**config.mk**
```make
export PLATFORM = sky130hd
export DESIGN_NAME = mand_dispatcher
export DESIGN_NICKNAME = d
export VERILOG_FILES = /design/src/rtl/mand_dispatcher.sv
export SDC_FILE = /design/constraint.sdc
export NUM_CORES = 1
export LEC_CHECK = 0
export ABC_AREA = 0
export CORE_AREA = 2 2 319 321
export DETAILED_ROUTE_END_ITERATION = 12
export DIE_AREA = 0 0 321 323
export PLACE_DENSITY_LB_ADDON = 0.08
export SLEW_MARGIN = 20
export SYNTH_ARGS = -nofsm -noshare
export SYNTH_HDL_FRONTEND = slang
export SYNTH_SLANG_ARGS = --single-unit
```
**constraint.sdc**
```tcl
create_clock -name clock_i -period 4.5 [get_ports clock_i]
set_input_delay 0.675 -clock clock_i [delete_from_list [all_inputs] [get_ports clock_i]]
set_output_delay 0.675 -clock clock_i [all_outputs]
set_load 0.1 [all_outputs]
```
**src/rtl/mand_dispatcher.sv**
```systemverilog
// mand_dispatcher
//   Sweeps a rectangular pixel region of the complex plane in raster order and
//   shares NUM_SOLVERS mandelbrot solvers between the pixels. Each free solver
//   is loaded by holding its c value and pulsing its reset. Finished iteration
//   counts are collected round-robin and streamed out, tagged with the pixel
//   coordinates, through a valid/ready port.
//
// Ports
//   clock_i, reset_n_i      system clock, asynchronous active-low reset
//   start_i                 one-cycle sweep start (ignored while busy)
//   re_start_i, im_start_i  signed 7.20 c of pixel (0,0)
//   step_i                  signed 7.20 pixel pitch
//   width_i, height_i       region size in pixels
//   busy_o, done_o          sweep in progress / one-cycle completion pulse
//   solver_reset_o          per-solver load strobe
//   solver_c_re_o/_im_o     per-solver c, slot i at [27i+26:27i]
//   solver_ready_i          per-solver result-complete flag
//   solver_out_i            per-solver iteration count, slot i at [32i+31:32i]
//   result_valid_o/ready_i  result handshake
//   result_x_o/_y_o/_iter_o result payload
//
// Top FSM
//   state   | meaning
//   IDLE    | waiting for start
//   RUN     | dispatching pixels and collecting results
// Slot FSM
//   FREE    | solver available for the next pixel
//   LOAD    | solver_reset high, c presented to the solver
//   BUSY    | solver iterating; result taken when solver_ready is high
module mand_dispatcher #(
    parameter int NUM_SOLVERS = 4,
    parameter int COORD_BITS  = 10
) (
    input  logic                      clock_i,
    input  logic                      reset_n_i,
    input  logic                      start_i,
    input  logic [26:0]               re_start_i,
    input  logic [26:0]               im_start_i,
    input  logic [26:0]               step_i,
    input  logic [COORD_BITS-1:0]     width_i,
    input  logic [COORD_BITS-1:0]     height_i,
    output logic                      busy_o,
    output logic                      done_o,
    output logic [NUM_SOLVERS-1:0]    solver_reset_o,
    output logic [27*NUM_SOLVERS-1:0] solver_c_re_o,
    output logic [27*NUM_SOLVERS-1:0] solver_c_im_o,
    input  logic [NUM_SOLVERS-1:0]    solver_ready_i,
    input  logic [32*NUM_SOLVERS-1:0] solver_out_i,
    output logic                      result_valid_o,
    input  logic                      result_ready_i,
    output logic [COORD_BITS-1:0]     result_x_o,
    output logic [COORD_BITS-1:0]     result_y_o,
    output logic [31:0]               result_iter_o
);
    localparam int IW = (NUM_SOLVERS > 1) ? $clog2(NUM_SOLVERS) : 1;

    typedef enum logic {ST_IDLE, ST_RUN} top_state_e;
    typedef enum logic [1:0] {SL_FREE, SL_LOAD, SL_BUSY} slot_state_e;

    top_state_e              state_q, state_d;
    slot_state_e             slot_q [NUM_SOLVERS];
    slot_state_e             slot_d [NUM_SOLVERS];
    logic [26:0]             re_start_q, re_start_d, step_q, step_d;
    logic [26:0]             cur_re_q, cur_re_d, cur_im_q, cur_im_d;
    logic [COORD_BITS-1:0]   width_q, width_d, height_q, height_d;
    logic [COORD_BITS-1:0]   x_q, x_d, y_q, y_d;
    logic                    pend_q, pend_d;
    logic [26:0]             c_re_q [NUM_SOLVERS];
    logic [26:0]             c_re_d [NUM_SOLVERS];
    logic [26:0]             c_im_q [NUM_SOLVERS];
    logic [26:0]             c_im_d [NUM_SOLVERS];
    logic [COORD_BITS-1:0]   sx_q [NUM_SOLVERS];
    logic [COORD_BITS-1:0]   sx_d [NUM_SOLVERS];
    logic [COORD_BITS-1:0]   sy_q [NUM_SOLVERS];
    logic [COORD_BITS-1:0]   sy_d [NUM_SOLVERS];
    logic [NUM_SOLVERS-1:0]  sreset_q, sreset_d;
    logic [IW-1:0]           rr_q, rr_d;
    logic                    valid_q, valid_d;
    logic [COORD_BITS-1:0]   res_x_q, res_x_d, res_y_q, res_y_d;
    logic [31:0]             res_iter_q, res_iter_d;
    logic                    done;
    logic [31:0]             sol_out [NUM_SOLVERS];
    logic                    free_found, all_free, coll_found;
    logic [IW-1:0]           free_idx, coll_idx, probe;

    for (genvar g = 0; g < NUM_SOLVERS; g++) begin : g_pack
        assign solver_c_re_o[27*g +: 27] = c_re_q[g];
        assign solver_c_im_o[27*g +: 27] = c_im_q[g];
        assign sol_out[g]                = solver_out_i[32*g +: 32];
    end

    // Lowest-index free slot wins dispatch.
    always_comb begin
        free_found = 1'b0;
        free_idx   = '0;
        all_free   = 1'b1;
        for (int i = NUM_SOLVERS - 1; i >= 0; i--) begin
            if (slot_q[i] == SL_FREE) begin
                free_found = 1'b1;
                free_idx   = IW'(i);
            end else begin
                all_free = 1'b0;
            end
        end
    end

    // Round-robin: search starts at the slot after the last one collected.
    always_comb begin
        coll_found = 1'b0;
        coll_idx   = '0;
        probe      = '0;
        for (int k = NUM_SOLVERS - 1; k >= 0; k--) begin
            probe = IW'((int'(rr_q) + 1 + k) % NUM_SOLVERS);
            if (slot_q[probe] == SL_BUSY && solver_ready_i[probe]) begin
                coll_found = 1'b1;
                coll_idx   = probe;
            end
        end
    end

    always_comb begin
        state_d    = state_q;
        re_start_d = re_start_q;
        step_d     = step_q;
        cur_re_d   = cur_re_q;
        cur_im_d   = cur_im_q;
        width_d    = width_q;
        height_d   = height_q;
        x_d        = x_q;
        y_d        = y_q;
        pend_d     = pend_q;
        rr_d       = rr_q;
        valid_d    = valid_q;
        res_x_d    = res_x_q;
        res_y_d    = res_y_q;
        res_iter_d = res_iter_q;
        sreset_d   = '0;
        done       = 1'b0;
        for (int i = 0; i < NUM_SOLVERS; i++) begin
            slot_d[i] = (slot_q[i] == SL_LOAD) ? SL_BUSY : slot_q[i];
            c_re_d[i] = c_re_q[i];
            c_im_d[i] = c_im_q[i];
            sx_d[i]   = sx_q[i];
            sy_d[i]   = sy_q[i];
        end

        case (state_q)
            ST_IDLE: begin
                if (start_i) begin
                    state_d    = ST_RUN;
                    re_start_d = re_start_i;
                    step_d     = step_i;
                    width_d    = width_i;
                    height_d   = height_i;
                    cur_re_d   = re_start_i;
                    cur_im_d   = im_start_i;
                    x_d        = '0;
                    y_d        = '0;
                    pend_d     = (width_i != '0) && (height_i != '0);
                end
            end
            ST_RUN: begin
                if (!valid_q || result_ready_i) begin
                    valid_d = coll_found;
                    if (coll_found) begin
                        res_x_d          = sx_q[coll_idx];
                        res_y_d          = sy_q[coll_idx];
                        res_iter_d       = sol_out[coll_idx];
                        slot_d[coll_idx] = SL_FREE;
                        rr_d             = coll_idx;
                    end
                end
                if (pend_q && free_found) begin
                    slot_d[free_idx]   = SL_LOAD;
                    c_re_d[free_idx]   = cur_re_q;
                    c_im_d[free_idx]   = cur_im_q;
                    sx_d[free_idx]     = x_q;
                    sy_d[free_idx]     = y_q;
                    sreset_d[free_idx] = 1'b1;
                    if (x_q == width_q - COORD_BITS'(1)) begin
                        x_d      = '0;
                        cur_re_d = re_start_q;
                        cur_im_d = cur_im_q - step_q;   // imaginary axis decreases downward
                        if (y_q == height_q - COORD_BITS'(1)) begin
                            pend_d = 1'b0;
                        end else begin
                            y_d = y_q + COORD_BITS'(1);
                        end
                    end else begin
                        x_d      = x_q + COORD_BITS'(1);
                        cur_re_d = cur_re_q + step_q;
                    end
                end
                if (!pend_q && all_free && !valid_q) begin
                    done    = 1'b1;
                    state_d = ST_IDLE;
                end
            end
            default: state_d = ST_IDLE;
        endcase
    end

    always_ff @(posedge clock_i or negedge reset_n_i) begin
        if (!reset_n_i) begin
            state_q    <= ST_IDLE;
            re_start_q <= '0;
            step_q     <= '0;
            cur_re_q   <= '0;
            cur_im_q   <= '0;
            width_q    <= '0;
            height_q   <= '0;
            x_q        <= '0;
            y_q        <= '0;
            pend_q     <= 1'b0;
            rr_q       <= IW'(NUM_SOLVERS - 1);
            valid_q    <= 1'b0;
            res_x_q    <= '0;
            res_y_q    <= '0;
            res_iter_q <= '0;
            sreset_q   <= '1;
            for (int i = 0; i < NUM_SOLVERS; i++) begin
                slot_q[i] <= SL_FREE;
                c_re_q[i] <= '0;
                c_im_q[i] <= '0;
                sx_q[i]   <= '0;
                sy_q[i]   <= '0;
            end
        end else begin
            state_q    <= state_d;
            re_start_q <= re_start_d;
            step_q     <= step_d;
            cur_re_q   <= cur_re_d;
            cur_im_q   <= cur_im_d;
            width_q    <= width_d;
            height_q   <= height_d;
            x_q        <= x_d;
            y_q        <= y_d;
            pend_q     <= pend_d;
            rr_q       <= rr_d;
            valid_q    <= valid_d;
            res_x_q    <= res_x_d;
            res_y_q    <= res_y_d;
            res_iter_q <= res_iter_d;
            sreset_q   <= sreset_d;
            for (int i = 0; i < NUM_SOLVERS; i++) begin
                slot_q[i] <= slot_d[i];
                c_re_q[i] <= c_re_d[i];
                c_im_q[i] <= c_im_d[i];
                sx_q[i]   <= sx_d[i];
                sy_q[i]   <= sy_d[i];
            end
        end
    end

    assign busy_o         = (state_q == ST_RUN);
    assign done_o         = done;
    assign solver_reset_o = sreset_q;
    assign result_valid_o = valid_q;
    assign result_x_o     = res_x_q;
    assign result_y_o     = res_y_q;
    assign result_iter_o  = res_iter_q;

endmodule

```
# After elaboration in Yosys (flattened, before gate mapping)
# Cells that the tools add are included.
classes:
  add_sub_neg: 10
  mul: 0
  div_mod_pow: 0
  order_cmp: 14
  eq_ne: 15
  shifts: 0
  mux: 99
  bitwise: 12
  reduce_logical: 28
op_table:
  columns: ["op", "n"]
  rows:
  - ["108-bit bitwise mux", 2]
  - ["27-bit two-way mux", 7]
  - ["10-bit two-way mux", 11]
  - ["27-bit case mux with 2 select lines", 2]
  - ["40-bit bitwise mux", 2]
  - ["32-bit binary-select mux with 2-bit select", 1]
  - ["32-bit two-way mux", 2]
  - ["27-bit demux with 2-bit select", 1]
  - ["2-bit two-way mux", 22]
  - ["10-bit binary-select mux with 2-bit select", 2]
  - ["8-bit two-way mux", 5]
  - ["10-bit case mux with 2 select lines", 2]
  - ["27-bit adder", 1]
  - ["27-bit subtractor", 1]
  - ["1-bit two-way mux", 24]
  - ["10-bit by 1-bit adder with 10-bit output, second input constant", 2]
  - ["10-bit demux with 2-bit select", 1]
  - ["10-bit equality test", 2]
  - ["10-bit nonzero test", 2]
  - ["10-bit by 1-bit subtractor with 10-bit output, second input constant", 2]
  - ["3-bit >= comparator, second input constant", 6]
  - ["2-bit inverter with 3-bit output", 6]
  - ["2-bit binary-select mux with 2-bit select", 4]
  - ["2-bit by 3-bit < comparator with 1-bit output, second input constant", 5]
  - ["other kinds (26)", 63]
totals:
  ff_bits: 513
  latch_bits: 0
  ram_bits: 0
  rom_bits: 0
  input_bits: 237
  output_inout_bits: 275
  elab_cells: 214
  memories: 0

# Longest topological paths before layout
logic_depth:
  ltp_word: 25
  depth_mapped: 13
  ltp_nobuf: 12

# Least setup slack after synthesis
# No wires, ideal clock.
synth_timing:
  kind: "register to output"
  startpoint: "register state_q, in the netlist busy_o"
  endpoint: "output port done_o"
  arrival_time_ns: 4.548
  required_ns: 3.825
  path_slack_ns: -0.723
  stages_incl_launch_ff: 4
  n_path_buf: 1
  cell_sequence: "dfrtp_1 > clkbuf_1 > clkinv_1 > nor4_1"
synth_between:
  elab_chain_len: 1
synth_lines:
  columns: ["item", "line_no", "rtl"]
  rows:
  - ["from (decl)", "60", "top_state_e state_q, state_d;"]
  - ["from (signal assigned)", "229", "state_q <= state_d;"]
  - ["1-bit two-way mux", "147", "case (state_q)"]
  - ["to (decl)", "43", "output logic done_o,"]
# No other way between the ends.

# Worst setup path after layout
layout_timing:
  startpoint: "register cur_re_q[0]"
  endpoint: "register cur_re_q[26]"
layout_between:
  elab_chain_len: 4
layout_lines:
  columns: ["item", "line_no", "rtl"]
  rows:
  - ["from (decl)", "64", "logic [26:0] cur_re_q, cur_re_d, cur_im_q, cur_im_d;"]
  - ["from (signal assigned)", "232", "cur_re_q <= cur_re_d;"]
  - ["27-bit adder", "191", "cur_re_d = cur_re_q + step_q;"]
  - ["27-bit two-way mux", "180", "if (x_q == width_q - COORD_BITS'(1)) begin"]
  - ["27-bit two-way mux", "173", "if (pend_q && free_found) begin"]
  - ["27-bit case mux with 2 select lines", "147", null]
# No other way between the ends. The select of a mux whose other input is x is not followed.
# A chain may end at the register's enable or synchronous reset.

==> flow_metrics.py <==
metrics = {
    "cells_and_area": {
        "layout-drive-gt1-share_pct": 16.1,
        "final_common_cell": "nand2_1",
        "num-nets-final": 3222,
        "layout_common_cells": "nand2_1, clkdlybuf4s50_1, dfrtp_1",
        "area_growth_pct": 36.6,
    },
    "grt": {
        "grt_start_max_net_pins": 107,
        "track_usage_pct": 17.0,
        "grt_pass1_wl_mm": 134,
        "grt_antenna_before_repair": 23,
        "overflow": 0,
        "grt_pass1_vias": 20600,
    },
    "sta": {
        "drv_slew": 0,
        "tightest_slew_ps": 1100,
        "max_freq_mhz": 271,
        "rsz0062_at_grt": "no",
        "period_share_pct": 82.0,
        "fin_tns_setup_ps": 0,
        "setup_viol": 0,
        "skew_ps": 28.8,
        "layout_setup_ws_ps": 808,
        "max-slew-margin-rel_pct": 26.4,
        "period_needed_ps": 3690,
        "hold_violations": 0,
    },
    "synthesis": {
        "syn_area_per_cell_um2": 10.1,
        "synth_seq_cells": 513,
        "synthTopCellsByArea": "dfrtp_1, mux2_2, nand2_1",
        "syn_inst": 2454,
        "ys_warn_count": 0,
        "synth-main-ff-cell": "dfrtp_1",
        "synth_nets": 2749,
        "ys_seq_area_share_pct": 51.7,
        "yosys.area.top_type": "dfrtp_1",
        "synth-edff-count": 0,
        "synthArstFlopShare_pct": 100,
        "synth_area_um2": 24800,
        "yosysUniqueCellTypes": 78,
        "synth_top_area_share_pct": 51.1,
    },
    "critical_path": {
        "cp_data_arrival_time_ps": 4170,
        "path_cells": "ha_1 -> fa_1 -> a211oi_1 -> o21ai_0 -> a2111oi_0 -> nor2_1 -> a41oi_1 -> o2111ai_1 -> a31oi_1 -> xnor2_1 -> a21oi_1",
        "end_kind": "flop",
        "worst-path-buf-inv": 0,
        "reg2reg_depth": 11,
        "reg2reg_slack_ps": 810,
        "cpPeakStageDelay_ps": 570,
        "critPathTopFamily": "compound AO/OA/AOI/OAI gates",
        "worstPathRequired_ps": 4980,
        "crit_slowest_cell": "a41oi_1",
        "worstReg2RegStart": "cur_re_q[0]",
        "worstReg2RegEnd": "cur_re_q[26]",
        "critical_path_class": "flop to flop",
        "path_max_fanout": 6,
        "start_kind": "flop",
    },
    "route": {
        "vias": 19900,
        "vias_per_cell": 4.64,
        "drt_iter0_drc": 923,
        "ant_nets": 0,
        "wl_mm": 89.3,
        "wl_per_cell_um": 20.8,
        "dr.pass1.iters": 7,
        "drc": 0,
    },
    "clock_tree": {
        "cts-resized-gates": 0,
        "clkSinkCount": 513,
        "cts_hold_buf": 0,
        "htree_levels": 3,
        "numCtsBuffers": 69,
        "cts_tree": "done",
        "ctsLongestPathBuffers": 3,
        "worstSkewPairLatency_ps": 630,
        "root_buffer": "clkbuf_16",
        "cts_setup_buffers": 0,
        "clk_pin_slew_ps": 60,
    },
    "outcome": {
        "status": "finished, final reports clean",
    },
    "floorplanning": {
        "dieArea_um2": 104000,
        "die_h_um": 323,
        "pin_count": 512,
        "coreArea_um2": 101000,
        "rows": 117,
        "start_util_pct": 24.7,
        "dieWidth_um": 321,
    },
    "place": {
        "pre_cts_ws_ps": 743,
        "port_buffers": 511,
        "place_hpwl_mm": 62.4,
        "gp_congestion": 0.789,
    },
    "run": {
        "maxCapViolCount": 0,
    },
    "min_path": {
        "hold_path_class": "primary input to asynchronous set/reset pin",
    },
}
[layout make-up]
class / instances / area, um^2
sequential: 513 / 12800
inverter: 49 / 184
tap: 1309 / 1640
fill: 10200 / 66800
clock buffer: 105 / 2110
antenna: 2 / 5.00
clock inverter: 17 / 294
timing repair buffer: 549 / 5530
multi-input combinational: 1745 / 11300
[registers in the layout, summed over array words and instances (netlist names), 32 cells and up]
register and flops:
solver_c_re_o 108, sy_q 40, sx_q 40, result_iter_o 32, solver_c_im_o 108
[through the flow]
stage | cell area (um^2) | cells | utilization (%) | hold slack [ps]
CTS | 33900 | 4287 | 33.7 | 164
global route | 33900 | 4288 | 33.7 | 188
floorplan | 24900 | 2454 | - | 379
global placement | 31500 | 4165 | 31.3 | 457
finish | 33900 | 4289 | 33.7 | 148
detailed placement | 31500 | 4165 | 31.3 | 462
[per-layer routing]
metal	wire length, um	track usage [%]	part of all wire, %	up-vias
li1	-	-	-	9453
met1	38300	21.0	43	9769
met2	42900	28.6	48	520
met3	6290	5.22	7.0	135
met4	1530	4.49	1.7	36
met5	243	0	0.27	-
[cell usage after synthesis (7+ instances only)]
cell type    n
nand2_1    568
dfrtp_1    507
mux2_2     296
o21ai_0    245
clkbuf_1   121
nor2_1      83
nand3_1     75
a21oi_1     70
ha_1        56
inv_1       48
a21o_1      44
xnor2_1     44
xor2_1      29
mux2i_1     21
nor3_1      21
a211oi_1    13
buf_1       13
nor4_1      12
and3_1      11
nor2b_1     11
o211ai_1    11
o21a_1      10
nand4_1      9
or3_1        9
o221ai_1     8
a31oi_1      7
[cell families (layout without fill, tap and decap cells)]
family | count (synthesis) | count (layout) | share of synthesized area (%)
DFF | 513 | 513 | 51.7
AOI/OAI and AO/OA | 462 | 462 | 11.1
other | 0 | 2 | 0
and+or+nand+nor | 835 | 835 | 14.2
buffers and inverters | 196 | 720 | 3.16
muxes | 317 | 317 | 14.3
xor gates and xnor gates | 73 | 73 | 2.57
adders and majority gates | 58 | 58 | 2.98
[how the worst max path moves through the flow]
stage,start,end,slack (ps),depth (start not counted)
floorplan,busy_o,done_o,450,3
global placement,cur_re_q[0],cur_re_q[24],660,11
detailed placement,cur_re_q[0],cur_re_q[24],740,11
CTS,cur_re_q[0],cur_re_q[26],710,11
global route,cur_re_q[0],cur_re_q[24],500,11
finish,cur_re_q[0],cur_re_q[26],810,11
Power is left out: the tool's default activity adds up to more than one toggle a clock period on the data nets, which glitch-free logic cannot reach.
